## src/rtl/pkt_sram_pkg.sv

```systemverilog
// Shared definitions for the packet SRAM writer: FSM states and the
// width derivations used by the writer and its free-word counter.
package pkt_sram_pkg;

    typedef enum logic [1:0] {
        ST_IDLE,
        ST_WRITE,
        ST_DROP,
        ST_DESC
    } wr_state_t;

    function automatic int unsigned prio_width(input int unsigned num_prio);
        return (num_prio > 1) ? $clog2(num_prio) : 1;
    endfunction

    function automatic int unsigned addr_width(input int unsigned depth);
        return (depth > 1) ? $clog2(depth) : 1;
    endfunction

    // One extra bit so a full-length packet count is representable.
    function automatic int unsigned len_width(input int unsigned max_len);
        return $clog2(max_len) + 1;
    endfunction

endpackage

```

## src/rtl/sram_free_cnt.sv

```systemverilog
// Free-word counter for the SRAM region: one word consumed per write strobe,
// released words added back, result saturating at the region size.
module sram_free_cnt #(
    parameter int unsigned SRAM_DEPTH = 1024,
    parameter int unsigned ADDR_W     = 10,
    parameter int unsigned LEN_W      = 7
) (
    input  logic              clk,
    input  logic              rst,
    input  logic              wr,
    input  logic              rel_vld,
    input  logic [LEN_W-1:0]  rel_len,
    output logic [ADDR_W:0]   free_words
);

    localparam int unsigned SUM_W = ((ADDR_W + 1 > LEN_W) ? ADDR_W + 1 : LEN_W) + 1;

    logic [SUM_W-1:0] rel_ext;
    logic [SUM_W-1:0] sum;

    always_comb begin
        rel_ext = '0;
        if (rel_vld) begin
            rel_ext = SUM_W'(rel_len);
        end
        sum = SUM_W'(free_words) + rel_ext - SUM_W'(wr);
    end

    always_ff @(posedge clk) begin
        if (rst) begin
            free_words <= (ADDR_W + 1)'(SRAM_DEPTH);
        end else if (sum > SUM_W'(SRAM_DEPTH)) begin
            free_words <= (ADDR_W + 1)'(SRAM_DEPTH);
        end else begin
            free_words <= sum[ADDR_W:0];
        end
    end

endmodule

```

## src/rtl/pkt_sram_writer.sv

```systemverilog
// Drains complete packets from the port fifo into a circular SRAM region and
// hands one descriptor per stored packet to the scheduler.
module pkt_sram_writer
    import pkt_sram_pkg::*;
#(
    parameter  int unsigned DATA_WIDTH  = 16,
    parameter  int unsigned NUM_PRIO    = 8,
    parameter  int unsigned SRAM_DEPTH  = 1024,
    parameter  int unsigned MAX_PKT_LEN = 64,
    localparam int unsigned PRIO_W      = prio_width(NUM_PRIO),
    localparam int unsigned ADDR_W      = addr_width(SRAM_DEPTH),
    localparam int unsigned LEN_W       = len_width(MAX_PKT_LEN)
) (
    input  logic                  clk,
    input  logic                  rst,
    input  logic                  fifo_ready,
    input  logic                  in_sop,
    input  logic                  in_eop,
    input  logic                  in_vld,
    input  logic [DATA_WIDTH-1:0] in_data,
    output logic                  next_data,
    output logic                  sram_wr_en,
    output logic [ADDR_W-1:0]     sram_wr_addr,
    output logic [DATA_WIDTH-1:0] sram_wr_data,
    output logic                  desc_vld,
    input  logic                  desc_rdy,
    output logic [ADDR_W-1:0]     desc_addr,
    output logic [LEN_W-1:0]      desc_len,
    output logic [PRIO_W-1:0]     desc_prio,
    output logic                  desc_trunc,
    input  logic                  rel_vld,
    input  logic [LEN_W-1:0]      rel_len,
    output logic                  drop,
    output logic [ADDR_W:0]       free_words
);

    localparam logic [LEN_W-1:0]  LEN_MAX  = LEN_W'(MAX_PKT_LEN);
    localparam logic [ADDR_W-1:0] PTR_LAST = ADDR_W'(SRAM_DEPTH - 1);
    localparam logic [ADDR_W:0]   FREE_MIN = (ADDR_W + 1)'(MAX_PKT_LEN);

    wr_state_t         state, state_nxt;
    logic [ADDR_W-1:0] wr_ptr, wr_ptr_nxt;
    logic [ADDR_W-1:0] addr_q, addr_nxt;
    logic [LEN_W-1:0]  len_q, len_nxt, len_cur;
    logic [PRIO_W-1:0] prio_q, prio_nxt;
    logic              trunc_q, trunc_nxt;
    logic              collect;

    sram_free_cnt #(
        .SRAM_DEPTH (SRAM_DEPTH),
        .ADDR_W     (ADDR_W),
        .LEN_W      (LEN_W)
    ) u_free_cnt (
        .clk        (clk),
        .rst        (rst),
        .wr         (sram_wr_en),
        .rel_vld    (rel_vld),
        .rel_len    (rel_len),
        .free_words (free_words)
    );

    always_ff @(posedge clk) begin
        if (rst) begin
            state   <= ST_IDLE;
            wr_ptr  <= '0;
            addr_q  <= '0;
            len_q   <= '0;
            prio_q  <= '0;
            trunc_q <= 1'b0;
        end else begin
            state   <= state_nxt;
            wr_ptr  <= wr_ptr_nxt;
            addr_q  <= addr_nxt;
            len_q   <= len_nxt;
            prio_q  <= prio_nxt;
            trunc_q <= trunc_nxt;
        end
    end

    always_comb begin
        state_nxt    = state;
        next_data    = 1'b0;
        sram_wr_en   = 1'b0;
        sram_wr_addr = wr_ptr;
        sram_wr_data = '0;
        drop         = 1'b0;
        wr_ptr_nxt   = wr_ptr;
        addr_nxt     = addr_q;
        len_nxt      = len_q;
        len_cur      = len_q;
        prio_nxt     = prio_q;
        trunc_nxt    = trunc_q;
        collect      = 1'b0;

        case (state)
            ST_IDLE: begin
                next_data = fifo_ready;
                if (in_sop) begin
                    if (free_words >= FREE_MIN) begin
                        state_nxt = ST_WRITE;
                        addr_nxt  = wr_ptr;
                        len_cur   = '0;
                        len_nxt   = '0;
                        trunc_nxt = 1'b0;
                        collect   = 1'b1;
                    end else if (in_vld && in_eop) begin
                        drop = 1'b1;
                    end else begin
                        state_nxt = ST_DROP;
                    end
                end
            end
            ST_WRITE: begin
                next_data = 1'b1;
                // A fresh sop closes the open packet; that sop word is not stored.
                if (in_sop) begin
                    trunc_nxt = 1'b1;
                    state_nxt = ST_DESC;
                end else begin
                    collect = 1'b1;
                end
            end
            ST_DROP: begin
                next_data = 1'b1;
                if (in_sop || (in_vld && in_eop)) begin
                    drop      = 1'b1;
                    state_nxt = ST_IDLE;
                end
            end
            ST_DESC: begin
                if (desc_rdy) begin
                    state_nxt = ST_IDLE;
                end
            end
            default: state_nxt = ST_IDLE;
        endcase

        // Shared word handling for the sop cycle in IDLE and the body in WRITE.
        if (collect && in_vld) begin
            if (len_cur < LEN_MAX) begin
                sram_wr_en   = 1'b1;
                sram_wr_data = in_data;
                wr_ptr_nxt   = (wr_ptr == PTR_LAST) ? '0 : wr_ptr + 1'b1;
                len_nxt      = len_cur + 1'b1;
                if (len_cur == '0) begin
                    prio_nxt = in_data[PRIO_W-1:0];
                end
            end else begin
                trunc_nxt = 1'b1;
            end
            if (in_eop) begin
                state_nxt = ST_DESC;
            end
        end
    end

    assign desc_vld   = (state == ST_DESC);
    assign desc_addr  = addr_q;
    assign desc_len   = len_q;
    assign desc_prio  = prio_q;
    assign desc_trunc = trunc_q;

endmodule
```

## config.mk

```make
export PLATFORM = sky130hd
export DESIGN_NAME = pkt_sram_writer
export DESIGN_NICKNAME = d
export VERILOG_FILES = /design/src/rtl/pkt_sram_pkg.sv /design/src/rtl/sram_free_cnt.sv /design/src/rtl/pkt_sram_writer.sv
export SDC_FILE = /design/constraint.sdc
export NUM_CORES = 1
export LEC_CHECK = 0
export BUFFER_PORTS_ARGS = -buffer_cell sky130_fd_sc_hd__buf_2
export CELL_PAD_IN_SITES_DETAIL_PLACEMENT = 0
export CELL_PAD_IN_SITES_GLOBAL_PLACEMENT = 1
export CORE_AREA = 3 3 89 91
export CTS_CLUSTER_SIZE = 8
export DETAILED_ROUTE_END_ITERATION = 10
export DIE_AREA = 0 0 92 94
export PLACE_DENSITY = 0.91
export SYNTH_ARGS = -nofsm -noshare
export SYNTH_HDL_FRONTEND = slang
export SYNTH_HIERARCHICAL = 1
export SYNTH_SLANG_ARGS = --single-unit
```

## constraint.sdc

```tcl
create_clock -name clk -period 6.3 [get_ports clk]
set_input_delay 0.315 -clock clk [delete_from_list [all_inputs] [get_ports clk]]
set_output_delay 0.315 -clock clk [all_outputs]
set_load 0.02 [all_outputs]
```

Word level (Yosys, flattened, before mapping)
Cells that the tools add are included.
{ "totals": {"regBits": 44, "in_bits": 31, "elab_cells": 64} }
{ "op_classes": {"add_sub_neg": 4, "magnitude_cmp": 3, "n_eq_ne": 4, "mux": 36, "n_reduce_logical": 10} }
{ "op_table": {"columns": ["cell", "n"], "rows": [
  ["7-bit two-way mux", 6],
  ["16-bit two-way mux", 2],
  ["2-bit two-way mux", 8],
  ["1-bit two-way mux", 14],
  ["11-bit by 7-bit adder with 12-bit output", 1],
  ["12-bit by 11-bit greater-than comparator with 1-bit output, second input constant", 1],
  ["12-bit by 1-bit subtractor with 12-bit output", 1],
  ["11-bit by 7-bit >= comparator with 1-bit output, second input constant", 1],
  ["10-bit by 1-bit adder with 10-bit output, second input constant", 1],
  ["10-bit equality test, second input constant", 1],
  ["10-bit two-way mux", 1],
  ["1-bit one-hot mux with 2 select lines", 4],
  ["2-bit one-hot mux with 4 select lines", 1],
  ["7-bit by 1-bit adder with 7-bit output, second input constant", 1],
  ["7-bit zero test", 1],
  ["7-bit < comparator, second input constant", 1],
  ["3-bit AND reduction", 2],
  ["2-bit equality test, second input constant", 2],
  ["2-bit OR reduction", 2],
  ["2-bit by 1-bit equality test with 1-bit output, second input constant", 1],
  ["1-bit logical AND", 2],
  ["2-bit zero test", 1],
  ["2-bit AND reduction", 1],
  ["1-bit logical OR", 1]
]} }

Longest topological paths before layout
Gate-level depths: netlist (run 1).
{ "logic_depth": {"word_depth": 10, "depth_mapped": 18} }

Hierarchy
The synthesis (run 1) kept the hierarchy.
{ "modules_own_cells": {"columns": ["module", "instances", "cells_per_inst", "area_each_um2", "seq_area_each_um2"], "rows": [
  ["pkt_sram_writer", 1, 227, 1786.7, 660.6],
  ["sram_free_cnt", 1, 134, 1027.2, 220.2]
]} }

Least setup slack after synthesis (run 1)
OpenSTA, ideal clock, no wires.
{ "synth_timing": {"path_kind": "flip-flop to flip-flop", "startpoint": "register state[0]", "endpoint": "register u_free_cnt.free_words[7]", "setup_ps": 65, "arrival_ps": 3946, "required_time_ps": 6235, "path_slack_ps": 2289, "path_stages_with_launch": 18, "synth_period_minus_slack_ps": 4011, "path_cell_list": "dfxtp_1 ha_1 or3b_1 clkbuf_2 a221o_1 inv_1 clkbuf_1 ha_1 inv_1 ha_1 fa_1 a21oi_1 o21ai_0 a211oi_1 nor2_1 xnor2_1 nand2_2 nor2_1"} }
{ "synth_via": {"elab_chain_len": 8} }
{ "synth_rtl": {"columns": ["item", "line_no", "rtl"], "rows": [
  ["start, declared", "pkt_sram_writer.sv:41", "wr_state_t state, state_nxt;"],
  ["start signal, assigned", "pkt_sram_writer.sv:71", "state <= state_nxt;"],
  ["2-bit zero test", "pkt_sram_writer.sv:95", "case (state)"],
  ["7-bit two-way mux", "pkt_sram_writer.sv:95", null],
  ["7-bit < comparator", "pkt_sram_writer.sv:140", "if (len_cur < LEN_MAX) begin"],
  ["1-bit two-way mux", "pkt_sram_writer.sv:140", null],
  ["1-bit two-way mux (*)", "pkt_sram_writer.sv:139", "if (collect && in_vld) begin"],
  ["via sram_wr_en", "pkt_sram_writer.sv:22", "output logic sram_wr_en,"],
  ["12-bit by 1-bit subtractor with 12-bit output (*)", "sram_free_cnt.sv:26", "sum = SUM_W'(free_words) + rel_ext - SUM_W'(wr);"],
  ["12-bit by 11-bit greater-than comparator with 1-bit output", "sram_free_cnt.sv:32", "end else if (sum > SUM_W'(SRAM_DEPTH)) begin"],
  ["2-bit OR reduction (no line)", null, null],
  ["end signal, assigned", "sram_free_cnt.sv:31", "free_words <= (ADDR_W + 1)'(SRAM_DEPTH);"],
  ["end signal, assigned", "sram_free_cnt.sv:33", "free_words <= (ADDR_W + 1)'(SRAM_DEPTH);"],
  ["end signal, assigned", "sram_free_cnt.sv:35", "free_words <= sum[ADDR_W:0];"],
  ["end, declared", "sram_free_cnt.sv:13", "output logic [ADDR_W:0] free_words"]
]} }
The timed path passes the listed nets; every way through them passes the cells marked *.
A chain may end at the register's enable or synchronous reset.

Worst setup path in the final report (run 1)
{ "layout_timing": {"startpoint": "register state[0]", "endpoint": "register u_free_cnt.free_words[7]"} }
{ "layout_via": {"elab_chain_len": 8} }
{ "layout_rtl": {"columns": ["item", "line_no"], "rows": [
  ["2-bit zero test", "pkt_sram_writer.sv:95"],
  ["7-bit two-way mux", "pkt_sram_writer.sv:95"],
  ["7-bit < comparator", "pkt_sram_writer.sv:140"],
  ["1-bit two-way mux", "pkt_sram_writer.sv:140"],
  ["1-bit two-way mux (*)", "pkt_sram_writer.sv:139"],
  ["12-bit by 1-bit subtractor with 12-bit output (*)", "sram_free_cnt.sv:26"],
  ["12-bit by 11-bit greater-than comparator with 1-bit output", "sram_free_cnt.sv:32"],
  ["2-bit OR reduction (no line)", null]
]} }
Mark *: on every way between the ends. The rest lies on a longest branch, timed or not.

==> key figures, run 1 <==
Timing
  – RSZ-0062 raised after global routing: no
  – Slew @ Worst Pin: 1.06 ns
  – Setup violators final: 0
  – Worst slew margin: 0.296
  – Fmax: about 0.22 GHz
  – Final min period: ~4.5 ns
  – Final slew viol count: 0
  – Fin Clk Skew: a little under 0.01 ns
  – Final period util: 0.714
  – Setup tns final: 0 ns
  – Fin. Hold Viols: 0

Critical path
  – R2r worst-path depth: 15
  – FF-to-FF Start: state[0]$_SDFF_PP0_
  – Flop-to-flop setup slack: 1.80 ns
  – Worst Path Arrival: ~4.7 ns
  – Crit path kind: reg -> reg
  – CP required: around 6.5 ns
  – CP startpoint kind: flop
  – R2r endpoint: u_free_cnt/free_words[7]$_SDFF_PP0_
  – Crit end category: flop
  – Crit Path Max Fanout: 25
  – Worst Setup SP: state[0]$_SDFF_PP0_

Clock network
  – Num CTS Buffers: 5
  – Post-cts gate resize count: 0
  – Worst-path clk slew: ~0.09 ns
  – Cts hold-fix bufs: 0
  – CTS H-tree depth: 2
  – Root Driver: clkbuf_8
  – Clock Path Buffers: 2
  – Worst skew pair latency: ~0.30 ns
  – Count of clock tree sinks: 44
  – CTS tree: built
  – Post-CTS setup buffer count: 0

Synth
  – Largest area contributor in the netlist: dfxtp_1
  – Cell Area, Synth: around 2800 um^2
  – Cells after Synth: between 300 and 400
  – Area share of the largest cell type after synthesis: 0.313
  – Top cells by area, synth: dfxtp_1 31%, ha_1 11%, nand2_1 7.6%
  – Synth Net Count: approximately 420
  – Async set or reset register ratio after synthesis: 0
  – Warnings from Yosys: 6
  – Synth cell types: 50
  – Syn_area_per_cell: a little under 8 um^2
  – EDFF count, synth: 0
  – FF+latch count, synth: 44
  – Seq/Total Area, Yosys: 0.313
  – Predominant post-synthesis flop cell: dfxtp_1

Flow run
  – Max cap viols: 0

Routing
  – WL per Instance: between 10 and 15 um
  – Final wirelength: between 6000 and 7000 um
  – Number of DRC markers in iteration 0: between 80 and 90
  – Vias: roughly 2800
  – Routed Antenna Nets: 0
  – Drc violations: 0
  – Vias/cell: approximately 5.0
  – Drt first pass iters: 4

Floorplan
  – Placement Rows: 31
  – DIE WIDTH: a little over 90 um
  – Die ar.: about 8600 um^2
  – Core Region: roughly 7200 um^2
  – Initial Utilization: 0.390
  – I/O pin total: 93
  – Die Ht: between 90 and 100 um

Power and ir drop
  – Peak VDD IR: about 0.19 mV
  – Leakage: 1.65 nW
  – P per Cell Area: approximately 340 nW/um^2

Finish
  – Area Overhead vs Synth: 22.9%
  – Final cell count without fillers: approximately 550
  – Layout cells sized above 1: 0.245
  – Layout Nets: ~510
  – Highest-count cells in the layout ignoring fill and taps: 92 x buf_2, 57 x nand2_1, 44 x dfxtp_1
  – Commonest non-fill, non-tap cell in the layout: buf_2
  – Fin util: 0.479
  – Ant diodes: 0
  – Filler cell count in the final layout: ~750
  – Cell area after layout: about 3500 um^2
  – Footprint of the multi-input gates: 1740 um^2
  – Storage cell area: between 800 and 900 um^2

Worst hold path
  – Hold WC Path Type: in -> reg
  – Hold Crit Depth: 3
  – Hold EP: desc_prio[1]$_SDFFE_PP0P_
  – Hold path start: in_data[1]

Placed design
  – Cell count after placement: 540
  – Port bufs: 92
  – Gp weighted congestion: about 0.83
  – Placed cell areas: ~3300 um^2
  – DP HPWL: ~5200 um

Global routing
  – Initial antenna violation count: 0
  – Vias in the first global route: around 2600
  – Total global routing overflow: 0
  – Pin count of the biggest net entering global routing: 34
  – Total GRT Usage: 0.158
  – First-pass GRT wire length: around 11000 um

Run status
  – Status: complete, no violations
[registers in the layout, summed over array words and instances (netlist names)]
signal / cells
desc_len: 7
desc_trunc: 1
sram_wr_addr: 10
desc_addr: 10
u_free_cnt/free_words: 11
state: 2
desc_prio: 3
[where the power goes]
part | switching, W | total, W | internal (W) | leakage, nW
combinational | 0.000383 | 0.000617 | 0.000234 | 1.23
sequential | 0.0000320 | 0.000342 | 0.000310 | 0.357
clock | 0.000103 | 0.000222 | 0.000120 | 0.0548
total | 0.000518 | 0.00118 | 0.000663 | 1.65
[area by class of cell]
type                    count  share of cell area
flip-flops and latches     44               0.255
clock buffers               5              0.0199
inverters                  36              0.0391
clock inverters             3              0.0134
well taps                  99              0.0358
repair buffers             92               0.133
multi-input cells         269               0.504
[synthesized netlist by cell type, drive strengths merged, types with 4 or more instances]
cell type  number
a21oi          40
ha             25
inv            36
xnor2           8
o31ai           5
o21ai           9
nor3            7
nor2b           4
nand2          58
nand3           8
and2           18
nor2           25
or3             4
a21o            7
clkbuf         10
nand4           6
dfxtp          44
or4             5
[how the worst max path moves through the flow]
stage / to / cells past startpoint
finish: u_free_cnt/free_words[7]$_SDFF_PP0_ / 15
detailed placement: u_free_cnt/free_words[7]$_SDFF_PP0_ / 15
floorplan: u_free_cnt/free_words[7]$_SDFF_PP0_ / 17
global placement: u_free_cnt/free_words[6]$_SDFF_PP0_ / 15
CTS: u_free_cnt/free_words[7]$_SDFF_PP0_ / 15
global route: u_free_cnt/free_words[7]$_SDFF_PP0_ / 16
[metrics by stage]
step	power [W]	setup WS (ns)	hold slack, ns
2_1_floorplan	0.000829	2.29	0.457
3_3_place_gp	0.000959	1.93	0.441
3_5_place_dp	0.000966	1.81	0.445
4_1_cts	0.00119	1.78	0.260
5_1_grt	0.00128	1.40	0.268
6_report	0.00118	1.80	0.266
[logic make-up after synthesis]
logic type | count (synthesis) | synth area share
and+or+nand+nor | 147 | 0.257
buffers and inverters | 48 | 0.0676
muxes | 6 | 0.0227
xor gates and xnor gates | 11 | 0.0342
adders and majority gates | 26 | 0.118
DFF | 44 | 0.313
AOI/OAI and AO/OA | 79 | 0.187
[routing by layer]
layer  GRT usage  part of all wire  up-vias
met2       0.276              0.48       76
met1       0.202              0.46     1265
met4      0.0272            0.0061        0
li1            -                 -     1408
met3      0.0321             0.059        4
met5           0                 0        -
[critical path: stages, from the launching register on]
cell and delay (ns):
dfxtp_1 0.43, ha_1 0.29, or3b_1 0.50, a221o_1 0.56, inv_1 0.55, ha_1 0.23
inv_1 0.04, ha_1 0.20, fa_1 0.43, a21oi_1 0.16, o21ai_0 0.12, a211oi_1 0.24
nor2_1 0.09, xnor2_1 0.31, nand2_2 0.16, nor2_1 0.13
No activity file was read; power rests on OpenSTA's default activity.
==> run 2, diff against run 1 <==
--- a/config.mk
+++ b/config.mk
@@ -8,11 +8,11 @@
 export BUFFER_PORTS_ARGS = -buffer_cell sky130_fd_sc_hd__buf_2
 export CELL_PAD_IN_SITES_DETAIL_PLACEMENT = 0
 export CELL_PAD_IN_SITES_GLOBAL_PLACEMENT = 1
-export CORE_AREA = 3 3 89 91
+export CORE_AREA = 3 3 93 95
 export CTS_CLUSTER_SIZE = 8
 export DETAILED_ROUTE_END_ITERATION = 10
-export DIE_AREA = 0 0 92 94
-export PLACE_DENSITY = 0.91
+export DIE_AREA = 0 0 96 98
+export PLACE_DENSITY = 0.84
 export SYNTH_ARGS = -nofsm -noshare
 export SYNTH_HDL_FRONTEND = slang
 export SYNTH_HIERARCHICAL = 1
==> constraint.sdc (replaced) <==
create_clock -name clk -period 4.59 [get_ports clk]
set_input_delay 0.2295 -clock clk [delete_from_list [all_inputs] [get_ports clk]]
set_output_delay 0.2295 -clock clk [all_outputs]
set_load 0.02 [all_outputs]
==> run 2 against run 1 <==
Total power increased by 37%. Fmax increased by 12%. Combinational power increased by 39%. Critical path type unchanged. Register-to-register slack got worse by 1.2 ns. Setup slack got worse by 1.2 ns. Sequential power increased by 37%. Highest routed layer unchanged. First-iteration DRC count increased by 17%. Die area increased by 8.8%. Clock-buffer cell count unchanged. Non-clock buffer count increased by 1. Hold slack got worse by 0.078 ns. Clock skew decreased by 0.0041 ns.
==> key figures, run 2 (synthesized netlist as in run 1, its figures left out) <==
Routing
  – Max layer used: met4 (unchanged)
  – Routed length on met3: 428 um (was 394 um)
  – WL per Instance: 12.6 um (was 12.2 um)
  – Met2 wire length: 3390 um (was 3170 um)
  – Number of DRC markers in iteration 0: 102 (was 87)
  – Drc violations: 0 (unchanged)
  – Drt first pass iters: 4 (unchanged)
  – Vias: 2758 (was 2753)
  – M1 wire length: 3110 um (was 3070 um)
  – Routed Antenna Nets: 0 (unchanged)
  – Final wirelength: 6950 um (was 6680 um)
  – Vias/cell: 5.00 (was 5.02)

Global routing
  – Vias in the first global route: 2454 (was 2555)
  – Pin count of the biggest net entering global routing: 34 (unchanged)
  – Total GRT Usage: 0.144 (was 0.158)
  – First-pass GRT wire length: 11200 um (was 11400 um)
  – Total global routing overflow: 0 (unchanged)
  – Initial antenna violation count: 0 (unchanged)

Placed design
  – Port bufs: 92 (unchanged)
  – Cell count after placement: 544 (was 540)
  – Dpl ws: 0.601 ns (was 1.81 ns)
  – Gp weighted congestion: 0.872 (was 0.832)
  – DP HPWL: 5470 um (was 5220 um)

Finish
  – Layout cells sized above 1: 0.247 (was 0.245)
  – Footprint of the multi-input gates: 1740 um^2 (unchanged)
  – Most flops, register: u_free_cnt/free_words (unchanged)
  – Largest register FFs: 11 (unchanged)
  – Final cell count without fillers: 552 (was 548)
  – Filler cell count in the final layout: 809 (was 751)
  – Area Overhead vs Synth: 23.2% (was 22.9%)
  – Ant diodes: 0 (unchanged)
  – Commonest non-fill, non-tap cell in the layout: buf_2 (unchanged)
  – Highest-count cells in the layout ignoring fill and taps: 92 x buf_2, 57 x nand2_1, 44 x dfxtp_1 (unchanged)
  – Storage cell area: 881 um^2 (unchanged)
  – Layout Nets: 506 (was 505)

Floorplan
  – Die Ht: 98 um (was 94 um)
  – I/O pin total: 93 (unchanged)
  – Initial Utilization: 0.360 (was 0.390)
  – Placement Rows: 32 (was 31)
  – Core Region: 7810 um^2 (was 7210 um^2)
  – Die ar.: 9410 um^2 (was 8650 um^2)
  – DIE WIDTH: 96 um (was 92 um)

Timing
  – Final slew viol count: 0 (unchanged)
  – Fmax: 0.249 GHz (was 0.222 GHz)
  – Final min period: 4.02 ns (was 4.50 ns)
  – Slew @ Worst Pin: 1.11 ns (was 1.06 ns)
  – Final WS setup: 0.572 ns (was 1.80 ns)
  – Setup violators final: 0 (unchanged)
  – Worst slew margin: 0.258 (was 0.296)
  – Final period util: 0.875 (was 0.714)
  – Setup tns final: 0 ns (unchanged)
  – Fin Clk Skew: 0.00584 ns (was 0.00990 ns)
  – RSZ-0062 raised after global routing: no (unchanged)
  – Hold slack final: 0.188 ns (was 0.266 ns)
  – Fin. Hold Viols: 0 (unchanged)

Power and ir drop
  – Comb pwr share: 0.529 (was 0.523)
  – Psw: 0.000713 W (was 0.000518 W)
  – Peak VDD IR: 0.306 mV (was 0.191 mV)
  – Leakage: 1.65 nW (about the same)
  – Switch share: 0.440 (was 0.439)
  – Power Internal: 0.000909 W (was 0.000663 W)
  – P per Cell Area: 468 nW/um^2 (was 341 nW/um^2)
  – Power share of the sequential group: 0.289 (about the same)
  – Clock share of power: 0.182 (was 0.188)

Critical path
  – CP most frequent cell: ha_1 (unchanged)
  – Slowest cell on crit path: a221o_1 (unchanged)
  – Worst Path Arrival: 4.25 ns (was 4.73 ns)
  – CP Cell Sequence: ha_1, or3b_1, a221o_1, inv_1, ha_1, inv_1, ha_1, fa_1, a21oi_1, o21ai_0, a211oi_1, nor2_1, xnor2_1, nand2_2, nor2_1 (unchanged)
  – Slowest stage delay, CP: 0.57 ns (was 0.56 ns)
  – CP startpoint kind: flop (unchanged)
  – Flop-to-flop setup slack: 0.57 ns (was 1.80 ns)
  – CP required: 4.82 ns (was 6.53 ns)
  – Crit Path Max Fanout: 15 (was 25)
  – Crit path kind: reg -> reg (unchanged)
  – Crit end category: flop (unchanged)

Clock network
  – Count of clock tree sinks: 44 (unchanged)
  – Worst skew pair latency: 0.30 ns (about the same)
  – Clock Path Buffers: 2 (unchanged)
  – Worst-path clk slew: 0.08 ns (was 0.09 ns)
  – Post-cts gate resize count: 0 (unchanged)
  – Root Driver: clkbuf_8 (unchanged)
  – Cts hold-fix bufs: 0 (unchanged)
  – CTS tree: built (unchanged)
  – Post-CTS setup buffer count: 0 (unchanged)
  – Num CTS Buffers: 5 (unchanged)
  – CTS H-tree depth: 2 (unchanged)

Run status
  – Status: complete, no violations (unchanged)

Flow run
  – Max cap viols: 0 (unchanged)

Worst hold path
  – Hold WC Path Type: in -> reg (unchanged)
[run 2: cell types whose count changed in the layout (fill, tap and decap cells not counted), sizes merged]
cell,change
clkinv,+1
inv,-1
buf,+1
[run 2: through the flow]
| step | utilization | cell area [um^2] | total power (W) |
|---|---|---|---|
| 2_1_floorplan | - | 2810 | 0.00114 |
| 3_3_place_gp | 0.430 | 3350 | 0.00132 |
| 3_5_place_dp | 0.430 | 3350 | 0.00133 |
| 4_1_cts | 0.444 | 3470 | 0.00163 |
| 5_1_grt | 0.444 | 3470 | 0.00175 |
| 6_report | 0.444 | 3470 | 0.00162 |
[run 2: layout make-up]
cell class	count	share of cell area
flip-flops and latches	44	0.254
clock buffers	5	0.0199
inverters	36	0.0390
well taps	102	0.0368
repair buffers	93	0.135
multi-input cells	269	0.503
clock inverters	3	0.0123
[run 2: routing by layer]
| metal | global-route usage | vias up |
|---|---|---|
| li1 | - | 1411 |
| met1 | 0.183 | 1262 |
| met2 | 0.250 | 80 |
| met3 | 0.0308 | 5 |
| met4 | 0.0274 | 0 |
| met5 | 0 | - |
[run 2: worst max-delay path, delay by kind of cell (launching register included)]
| family | cells | cell delay (ns) |
|---|---|---|
| AO/OA/AOI/OAI | 4 | 1.08 |
| adder cells (fa/ha/maj) | 4 | 1.05 |
| AND/OR/NAND/NOR | 4 | 0.86 |
| flip-flops | 1 | 0.43 |
| XOR/XNOR | 1 | 0.32 |
| buffers and inverters | 2 | 0.20 |
[run 2: final timing paths]
| path | startpoint | to | cells past startpoint |
|---|---|---|---|
| worst min-delay path | in_data[0] | desc_prio[0]$_SDFFE_PP0P_ | 3 |
| worst max register to register | state[0]$_SDFF_PP0_ | u_free_cnt/free_words[5]$_SDFF_PP0_ | 15 |
| worst min register to register | desc_addr[1]$_SDFFE_PP0N_ | desc_addr[1]$_SDFFE_PP0N_ | 2 |
| worst max-delay path | state[0]$_SDFF_PP0_ | u_free_cnt/free_words[5]$_SDFF_PP0_ | 15 |
[run 2: power by group through the flow]
stage / Combinational [W] / Clock (W) / Sequential [W]
2_1_floorplan: 0.000631 / 0 / 0.000506
3_3_place_gp: 0.000847 / 0 / 0.000477
3_5_place_dp: 0.000858 / 0 / 0.000477
4_1_cts: 0.000859 / 0.000305 / 0.000469
5_1_grt: 0.000961 / 0.000318 / 0.000475
6_report: 0.000858 / 0.000295 / 0.000468
